## src/rtl/dma_benchmark_pkg.sv

```systemverilog
// Shared constants, tuser field positions, saturating add helper and the
// packet-tracking state type for the DMA benchmark monitor.
package dma_benchmark_pkg;

    localparam int NUM_SRC      = 4;
    localparam int AGG_IDX      = 4;
    localparam int TUSER_LEN_LO = 0;
    localparam int TUSER_LEN_HI = 15;
    localparam int TUSER_SRC_LO = 16;
    localparam int TUSER_SRC_HI = 23;

    typedef enum logic {
        SOP  = 1'b0,
        BODY = 1'b1
    } pkt_state_e;

    // CPU sources sit on the odd bits of the one-hot source field.
    function automatic int src_bit(input int i);
        return 2 * i + 1;
    endfunction

    function automatic logic [31:0] sat_add(input logic [31:0] a, input logic [15:0] b);
        logic [32:0] sum;
        sum = {1'b0, a} + {17'b0, b};
        return sum[32] ? 32'hFFFF_FFFF : sum[31:0];
    endfunction

endpackage

```

## src/rtl/dma_benchmark_sat_counter.sv

```systemverilog
// 32-bit accumulator that clamps at all-ones instead of wrapping; clr wins
// over en in the same cycle.
module dma_benchmark_sat_counter
    import dma_benchmark_pkg::*;
(
    input  logic        clk_i,
    input  logic        rst_ni,
    input  logic        clr,
    input  logic        en,
    input  logic [15:0] inc,
    output logic [31:0] count_o
);

    logic [31:0] count_q;
    logic [31:0] count_d;

    always_comb begin
        count_d = count_q;
        if (clr) begin
            count_d = '0;
        end else if (en) begin
            count_d = sat_add(count_q, inc);
        end
    end

    always_ff @(posedge clk_i or negedge rst_ni) begin
        if (!rst_ni) begin
            count_q <= '0;
        end else begin
            count_q <= count_d;
        end
    end

    assign count_o = count_q;

endmodule

```

## src/rtl/dma_benchmark_monitor.sv

```systemverilog
// Taps the DMA AXI-Stream path and keeps per-source/aggregate statistics.
// Optional windowed throughput measurement is built when DMA_BENCHMARK_SPEED_EN is defined.
module dma_benchmark_monitor
    import dma_benchmark_pkg::*;
#(
    parameter int C_S_AXIS_DATA_WIDTH  = 256,
    parameter int C_S_AXIS_TUSER_WIDTH = 128,
    parameter int WINDOW_CYCLES        = 160000000
) (
    input  logic                              ACLK,
    input  logic                              ARESETN,
    input  logic                              benchmark_en,
    input  logic                              benchmark_rst,
    input  logic                              benchmark_inf_recv,
    input  logic [7:0]                        source_port_mask,
    input  logic [C_S_AXIS_DATA_WIDTH-1:0]    s_axis_tdata,
    input  logic [C_S_AXIS_DATA_WIDTH/8-1:0]  s_axis_tkeep,
    input  logic [C_S_AXIS_TUSER_WIDTH-1:0]   s_axis_tuser,
    input  logic                              s_axis_tvalid,
    output logic                              s_axis_tready,
    input  logic                              s_axis_tlast,
    output logic [C_S_AXIS_DATA_WIDTH-1:0]    m_axis_tdata,
    output logic [C_S_AXIS_DATA_WIDTH/8-1:0]  m_axis_tkeep,
    output logic [C_S_AXIS_TUSER_WIDTH-1:0]   m_axis_tuser,
    output logic                              m_axis_tvalid,
    input  logic                              m_axis_tready,
    output logic                              m_axis_tlast,
    output logic [31:0]                       clock_counter,
    output logic [159:0]                      reg_no_packet,
    output logic [159:0]                      reg_no_user_packet,
    output logic [159:0]                      reg_total_length,
    output logic [159:0]                      reg_no_tdata,
    output logic [159:0]                      reg_speed_packet,
    output logic [159:0]                      reg_speed_data
);

    pkt_state_e  state_q, state_d;
    logic [7:0]  srcLatch_q, srcLatch_d;
    logic [15:0] lenLatch_q, lenLatch_d;
    logic [31:0] clockCount_q, clockCount_d;

    logic        beat;
    logic        lastBeat;
    logic        userHit;
    logic [7:0]  curSrc;
    logic [15:0] curLen;
    logic [AGG_IDX:0] hit, beatEn, pktEn, userEn;

    logic [AGG_IDX:0][31:0] noPacket, noUserPacket, totalLength, noTdata;

    assign m_axis_tdata  = s_axis_tdata;
    assign m_axis_tkeep  = s_axis_tkeep;
    assign m_axis_tuser  = s_axis_tuser;
    assign m_axis_tlast  = s_axis_tlast;
    assign m_axis_tvalid = s_axis_tvalid & ~benchmark_inf_recv;
    assign s_axis_tready = m_axis_tready | benchmark_inf_recv;

    assign beat     = s_axis_tvalid & s_axis_tready;
    assign lastBeat = beat & s_axis_tlast;

    // The first beat supplies source/length directly; later beats use the latch.
    always_comb begin
        state_d    = state_q;
        srcLatch_d = srcLatch_q;
        lenLatch_d = lenLatch_q;
        curSrc     = srcLatch_q;
        curLen     = lenLatch_q;
        if (state_q == SOP) begin
            curSrc = s_axis_tuser[TUSER_SRC_HI:TUSER_SRC_LO];
            curLen = s_axis_tuser[TUSER_LEN_HI:TUSER_LEN_LO];
            if (beat) begin
                srcLatch_d = curSrc;
                lenLatch_d = curLen;
                if (!s_axis_tlast) begin
                    state_d = BODY;
                end
            end
        end else if (lastBeat) begin
            state_d = SOP;
        end
    end

    always_ff @(posedge ACLK or negedge ARESETN) begin
        if (!ARESETN) begin
            state_q      <= SOP;
            srcLatch_q   <= '0;
            lenLatch_q   <= '0;
            clockCount_q <= '0;
        end else begin
            state_q      <= state_d;
            srcLatch_q   <= srcLatch_d;
            lenLatch_q   <= lenLatch_d;
            clockCount_q <= clockCount_d;
        end
    end

    always_comb begin
        clockCount_d = clockCount_q;
        if (benchmark_rst) begin
            clockCount_d = '0;
        end else if (benchmark_en) begin
            clockCount_d = clockCount_q + 32'd1;
        end
    end

    assign clock_counter = clockCount_q;

    for (genvar g = 0; g < NUM_SRC; g++) begin : gen_hit
        assign hit[g] = curSrc[src_bit(g)];
    end
    assign hit[AGG_IDX] = 1'b1;

    assign userHit = |(curSrc & source_port_mask);
    assign beatEn  = {(AGG_IDX+1){benchmark_en & beat}} & hit;
    assign pktEn   = {(AGG_IDX+1){benchmark_en & lastBeat}} & hit;
    assign userEn  = pktEn & {(AGG_IDX+1){userHit}};

    for (genvar g = 0; g <= AGG_IDX; g++) begin : gen_stat
        dma_benchmark_sat_counter u_no_packet (
            .clk_i(ACLK), .rst_ni(ARESETN), .clr(benchmark_rst),
            .en(pktEn[g]), .inc(16'd1), .count_o(noPacket[g])
        );
        dma_benchmark_sat_counter u_no_user_packet (
            .clk_i(ACLK), .rst_ni(ARESETN), .clr(benchmark_rst),
            .en(userEn[g]), .inc(16'd1), .count_o(noUserPacket[g])
        );
        dma_benchmark_sat_counter u_total_length (
            .clk_i(ACLK), .rst_ni(ARESETN), .clr(benchmark_rst),
            .en(pktEn[g]), .inc(curLen), .count_o(totalLength[g])
        );
        dma_benchmark_sat_counter u_no_tdata (
            .clk_i(ACLK), .rst_ni(ARESETN), .clr(benchmark_rst),
            .en(beatEn[g]), .inc(16'd1), .count_o(noTdata[g])
        );
    end

    assign reg_no_packet      = noPacket;
    assign reg_no_user_packet = noUserPacket;
    assign reg_total_length   = totalLength;
    assign reg_no_tdata       = noTdata;

`ifdef DMA_BENCHMARK_SPEED_EN
    localparam logic [31:0] WinLast = 32'(WINDOW_CYCLES - 1);

    logic [31:0] winCount_q, winCount_d;
    logic        winEnd;
    logic [AGG_IDX:0][31:0] accPacket, accData;
    logic [AGG_IDX:0][31:0] speedPacket_q, speedPacket_d, speedData_q, speedData_d;

    assign winEnd = benchmark_en & (winCount_q == WinLast);

    always_comb begin
        winCount_d = winCount_q;
        if (benchmark_rst || winEnd) begin
            winCount_d = '0;
        end else if (benchmark_en) begin
            winCount_d = winCount_q + 32'd1;
        end
    end

    // A packet ending on the terminal cycle is folded into the closing window.
    for (genvar g = 0; g <= AGG_IDX; g++) begin : gen_speed
        dma_benchmark_sat_counter u_acc_packet (
            .clk_i(ACLK), .rst_ni(ARESETN), .clr(benchmark_rst | winEnd),
            .en(pktEn[g]), .inc(16'd1), .count_o(accPacket[g])
        );
        dma_benchmark_sat_counter u_acc_data (
            .clk_i(ACLK), .rst_ni(ARESETN), .clr(benchmark_rst | winEnd),
            .en(pktEn[g]), .inc(curLen), .count_o(accData[g])
        );
        assign speedPacket_d[g] = benchmark_rst ? 32'd0 :
                                  winEnd ? sat_add(accPacket[g], {15'b0, pktEn[g]}) :
                                  speedPacket_q[g];
        assign speedData_d[g]   = benchmark_rst ? 32'd0 :
                                  winEnd ? sat_add(accData[g], pktEn[g] ? curLen : 16'd0) :
                                  speedData_q[g];
    end

    always_ff @(posedge ACLK or negedge ARESETN) begin
        if (!ARESETN) begin
            winCount_q    <= '0;
            speedPacket_q <= '0;
            speedData_q   <= '0;
        end else begin
            winCount_q    <= winCount_d;
            speedPacket_q <= speedPacket_d;
            speedData_q   <= speedData_d;
        end
    end

    assign reg_speed_packet = speedPacket_q;
    assign reg_speed_data   = speedData_q;
`else
    assign reg_speed_packet = '0;
    assign reg_speed_data   = '0;
`endif

endmodule

```

## config.mk

```make
export PLATFORM = sky130hd
export DESIGN_NAME = dma_benchmark_monitor
export DESIGN_NICKNAME = d
export VERILOG_FILES = /design/src/rtl/dma_benchmark_pkg.sv /design/src/rtl/dma_benchmark_sat_counter.sv /design/src/rtl/dma_benchmark_monitor.sv
export SDC_FILE = /design/constraint.sdc
export NUM_CORES = 2
export LEC_CHECK = 0
export CAP_MARGIN = 20
export CELL_PAD_IN_SITES_DETAIL_PLACEMENT = 0
export CELL_PAD_IN_SITES_GLOBAL_PLACEMENT = 1
export CORE_AREA = 2 2 709 711
export DETAILED_ROUTE_END_ITERATION = 10
export DIE_AREA = 0 0 711 713
export PLACE_DENSITY_LB_ADDON = 0.05
export SLEW_MARGIN = 40
export SYNTH_ARGS = -nofsm -noshare
export SYNTH_HDL_FRONTEND = slang
export SYNTH_SLANG_ARGS = --single-unit
```

## constraint.sdc

```tcl
create_clock -name ACLK -period 5.7 [get_ports ACLK]
set_clock_uncertainty 0.15 [all_clocks]
set_input_delay 1.14 -clock ACLK [delete_from_list [all_inputs] [get_ports ACLK]]
set_output_delay 1.14 -clock ACLK [all_outputs]
set_load 0.03 [all_outputs]
```

Yosys cells after proc, flatten, opt, wreduce, memory -nomap -nowiden
Cells that the tools add are included.
{"block": "totals", "reg_bits": 697, "output_inout_bits": 1411}
{"block": "op_classes", "n_addsub": 21, "muxes": 68, "n_bitwise": 12, "reduce_logical": 18}
{"op": "$mux W32", "count": 62}
{"op": "$add A32 B1 Y33 const B", "count": 15}
{"op": "$add A32 B16 Y33", "count": 5}
{"op": "$add A32 B1 Y32 const B", "count": 1}
{"op": "$reduce_bool A2 Y1", "count": 16}
{"op": "$mux W16", "count": 1}
{"op": "$and A5 B5 Y5", "count": 3}
{"op": "$and A8 B8 Y8", "count": 1}
{"op": "$mux W8", "count": 1}
{"op": "$reduce_or A8 Y1", "count": 1}
{"op": "$and A1 B1 Y1", "count": 5}
{"op": "$mux W1", "count": 4}
{"op": "$not A1 Y1", "count": 2}
{"op": "$reduce_and A2 Y1", "count": 1}
{"op": "$or A1 B1 Y1", "count": 1}

Depth between registers and ports, before layout
{"block": "depth", "word_depth": 8, "mapped_depth": 15}

Cells and area by module
A second synthesis with hierarchy kept.
{"block": "hier_totals", "cells_unflattened": 5937, "area_unflattened_um2": 55291.8}
{"module": "dma_benchmark_sat_counter at gen_stat[0].u_no_packet ...", "instances": 14, "cells_per_inst": 245, "area_each_um2": 2349.8, "seq_area_each_um2": 800.8}
{"module": "dma_benchmark_sat_counter at gen_stat[3].u_no_user_packet ...", "instances": 6, "cells_per_inst": 246, "area_each_um2": 2294.7, "seq_area_each_um2": 800.8}
{"module": "dma_benchmark_monitor", "instances": 1, "cells_per_inst": 1031, "area_each_um2": 8627.0, "seq_area_each_um2": 1426.4}

Worst setup path before layout
No wires, ideal clock.
{"block": "synth_timing", "path_kind": "input to register", "startpoint": "input port s_axis_tuser[0]", "endpoint": "register gen_stat[0].u_total_length.count_q[13]", "arrival_time_ns": 3.900, "setup_slack_ns": 1.526, "stages": 11, "path_buffers": 1, "cell_sequence": "mux2_2 > ha_1 > fa_1 > a211oi_1 > nor2_1 > o21ai_0 > o21ai_0 > a31oi_2 > nor2_2 > buf_2 > o31a_1"}
{"block": "synth_via", "elab_chain_len": 5}
{"item": "start, declared", "line_no": "dma_benchmark_monitor.sv:18", "text": "input logic [C_S_AXIS_TUSER_WIDTH-1:0] s_axis_tuser,"}
{"item": "$mux W16", "line_no": "dma_benchmark_monitor.sv:68", "text": "if (state_q == SOP) begin"}
{"item": "$add A32 B16 Y33", "line_no": "dma_benchmark_pkg.sv:24", "text": "sum = {1'b0, a} + {17'b0, b};"}
{"item": "$mux W32", "line_no": "dma_benchmark_pkg.sv:25", "text": "return sum[32] ? 32'hFFFF_FFFF : sum[31:0];"}
{"item": "$mux W32", "line_no": "dma_benchmark_sat_counter.sv:21", "text": "end else if (en) begin"}
{"item": "$mux W32", "line_no": "dma_benchmark_sat_counter.sv:19", "text": "if (clr) begin"}
{"item": "end signal, assigned", "line_no": "dma_benchmark_sat_counter.sv:30", "text": "count_q <= count_d;"}
{"item": "end, declared", "line_no": "dma_benchmark_sat_counter.sv:14", "text": "logic [31:0] count_q;"}
No other way between the ends. The select of a mux whose other input is x is not followed.
A chain may end at the register's enable or synchronous reset.

==> qor.csv <==
stage,metric,value,unit
critical_path,WP data arrival,5.02,ns
routing,WL/cell,23.06,um
cells_and_area,Finished Layout Cells,12670,
routing,total vias in the final route,42486,
synth,"EDFF count, synth",0,
power,Sw Ratio,32.22,%
cells_and_area,"most common cell after layout, fill and taps aside",clkdlybuf4s50_1,
synth,#FFs+latches synth,697,
place,DPL Wire Length,218.6,mm
timing,RSZ-0062 raised after global routing,false,
place,Final GP Congestion,0.6968,
power,Comb pwr share,12.6,%
critical_path,crit path buf inv count,0,
power,Power Internal,10.47,mW
timing,setup_tns,0,ns
critical_path,CP max-delay cell,dfrtp_4,
global_route,Global Route Usage Sum,11.10,%
power,P_sw,4.979,mW
power,Pwr Density,248.3,nW/um2
worst_hold_path,worst min-delay path class,input port to asynchronous set/reset pin,
global_route,vias in the first global route,43075,
cts,clock sink count,697,
critical_path,most frequent CP cell,o21a_1,
synth,Mapped Cells,5524,
timing,final period utilization,79.47,%
floorplanning,row cnt,260,
synth,Avg Inst Size Synth,8.323,um2
global_route,largest net degree at the start of global routing,105,
cells_and_area,Fillers,57246,
timing,Fin Hold WS,0.1506,ns
synth,"Seq/Total Area, Yosys",37.94,%
cts,Num CTS Buffers,136,
timing,Final setup viols,0,
synth,ys async rst share,100.0,%
critical_path,"Worst Path Class, Setup",flop to flop,
routing,routed wire length,292.2,mm
synth,Post-synth top flop,dfrtp_1,
critical_path,Crit. End Element,flop,
place,DP Cell Count,12434,
floorplanning,total I/O pin count,1843,
cts,"CTS clk-pin slew, worst paths",0.06,ns
job,max_cap viols,0,
global_route,antenna violations before repair,22,
routing,Routed Antenna Nets,0,
critical_path,CP Max Fanout,18,
timing,relative slew slack,38.70,%
cts,clk root buf,clkbuf_16,
cts,Max Root-Sink Buffers,4,
power,Pleak,23.34,nW
synth,Synth Cell Area,45980,um2
timing,final hold vios,0,
cts,hold buffers post-CTS,0,
global_route,gr ovfl total,0,
critical_path,CP Data Required Time,6.19,ns
routing,1st-iter DRT viols,2266,
floorplanning,die footprint,506900,um2
critical_path,CP cell instances,mux2_2 -> ha_1 -> fa_1 -> a211oi_1 -> o21a_1 -> o21bai_1 -> a21oi_1 -> o21a_1 -> nor3_4 -> nand2_1 -> o21ai_0,
floorplanning,Die Y,713,um
routing,drt pass-1 iters,5,
critical_path,CP max stage delay,0.67,ns
cts,CTS tree,built,
cells_and_area,area delta synth->final,35.36,%
power,Max VDD drop,171.6,uV
cts,setup bufs post-CTS,0,
synth,YS warnings,0,
cells_and_area,most frequent cells in the layout,"clkdlybuf4s50_1 (729), dfrtp_1 (696), o21ai_0 (594)",
cells_and_area,layout cells sized above 1,7.970,%
cts,Resized Gates After CTS,0,
power,Clk pwr share,54.3,%
critical_path,Worst path top cell family by delay,compound AO/OA/AOI/OAI gates,
cells_and_area,final core occ,12.45,%
critical_path,element type at the critical path start,flop,
timing,Worst Tran Pin Value,0.9166,ns
routing,DR vias/cell,3.353,
outcome,outcome,finished clean,
place,IO buf count,738,
timing,Final Max Tran Viols,0,
timing,Final Critical Period,4.530,ns
cells_and_area,Final nets,6424,
cts,"Clk Latency, worst-skew pair",0.85,ns
floorplanning,core area,499700,um2
synth,Yosys cell types,95,
floorplanning,die width,711,um
timing,f_max,220.8,MHz
floorplanning,Starting Density,9.201,%
global_route,first-pass GRT wire length,396.1,mm
power,Seq pwr share,33.0,%
cts,H-tree Lvls,4,
routing,DRC viols,0,
## logic make-up after synthesis
kind of cell / after synthesis / synth area share (%)
compound gates: 1588 / 21.36
xor+xnor: 102 / 1.943
fa+ha+maj: 101 / 2.830
buf+inv: 1115 / 15.27
flops: 697 / 37.94
mux: 59 / 1.410
other cells: 1 / 0.008156
simple gates: 1861 / 19.25
## per-stage QoR
stage | cell area, um2 | power, mW | worst slack (ns)
6_report | 62230 | 15.45 | 1.170
5_1_grt | 62230 | 16.37 | 0.7787
4_1_cts | 62240 | 16.15 | 0.9593
3_5_place_dp | 57970 | 7.246 | 0.2706
3_3_place_gp | 57880 | 7.273 | 0.2448
2_1_floorplan | 47180 | 6.961 | 1.526
## worst paths after layout
check                      depth (start not counted)  slack (ns)                                        to
setup / recovery                                  11        1.17    gen_stat[3].u_total_length.count_o[21]
max in group asynchronous                          2        3.98        gen_stat[1].u_no_tdata.count_o[15]
hold reg to reg                                    1        0.35                            lenLatch_q[12]
hold / removal                                     1        0.15  gen_stat[4].u_no_user_packet.count_o[15]
setup reg to reg                                  11        1.17    gen_stat[3].u_total_length.count_o[21]
min in group ACLK                                  1        0.35                            lenLatch_q[12]
## cell usage after synthesis (all sizes together) (96+ instances only)
library cell  number  area (um2)
dfrtp            697       17440
ha                96        1201
nor3             196        1011
nand3            240        1206
and3             134       839.6
o21ai            602        3013
a31oi            104       656.9
clkbuf           173       664.4
nor2             451        1703
nand2            547        2053
a21oi            359        1804
buf              787        5773
inv              154       578.1
## sequential cells by signal (all words and copies together) (netlist names), named ones only
| signal | flops |
|---|---|
| gen_stat.u_no_tdata.count_o | 160 |
| srcLatch_q | 8 |
| gen_stat.u_total_length.count_o | 160 |
| clock_counter | 32 |
| lenLatch_q | 16 |
| gen_stat.u_no_packet.count_o | 160 |
| gen_stat.u_no_user_packet.count_o | 160 |
## power by group through the flow
stage	logic [mW]	clock network [mW]	registers (mW)
CTS	2.06	8.99	5.11
global route	2.17	9.09	5.11
global placement	2.08	0	5.20
floorplan	1.75	0	5.21
detailed placement	2.05	0	5.20
finish	1.95	8.39	5.11
## routing by layer
layer  share of wire, %  wire length (um)  up-vias  GRT usage [%]
met5                  0                 0        -              0
met4                2.8              8209        0          3.056
met3                7.6             22210      396          3.780
met2                 46            135000     1249          18.13
met1                 43            126900    21182          13.84
li1                   -                 -    19659              -
## area by class of cell
cell class                      count  area, um2  area share (%)
Clock inverter                     23      232.7          0.3740
Inverter                          155      586.8          0.9429
Clock buffer                      209       4040           6.492
Antenna cell                        4      10.01         0.01608
Tap cell                         6681       8359           13.43
Timing Repair Buffer              870       8587           13.80
Sequential cell                   697      17450           28.03
Multi-Input combinational cell   4031      22970           36.91
## worst reg2reg max path, delay by kind of cell, from the launching register on
kind,cells,cell delay [ns]
AO/OA/AOI/OAI,6,1.77
adder cells (fa/ha/maj),2,0.71
flip-flops,1,0.67
multiplexers,1,0.59
AND/OR/NAND/NOR,2,0.47
Power figures use the tool's default switching activity.
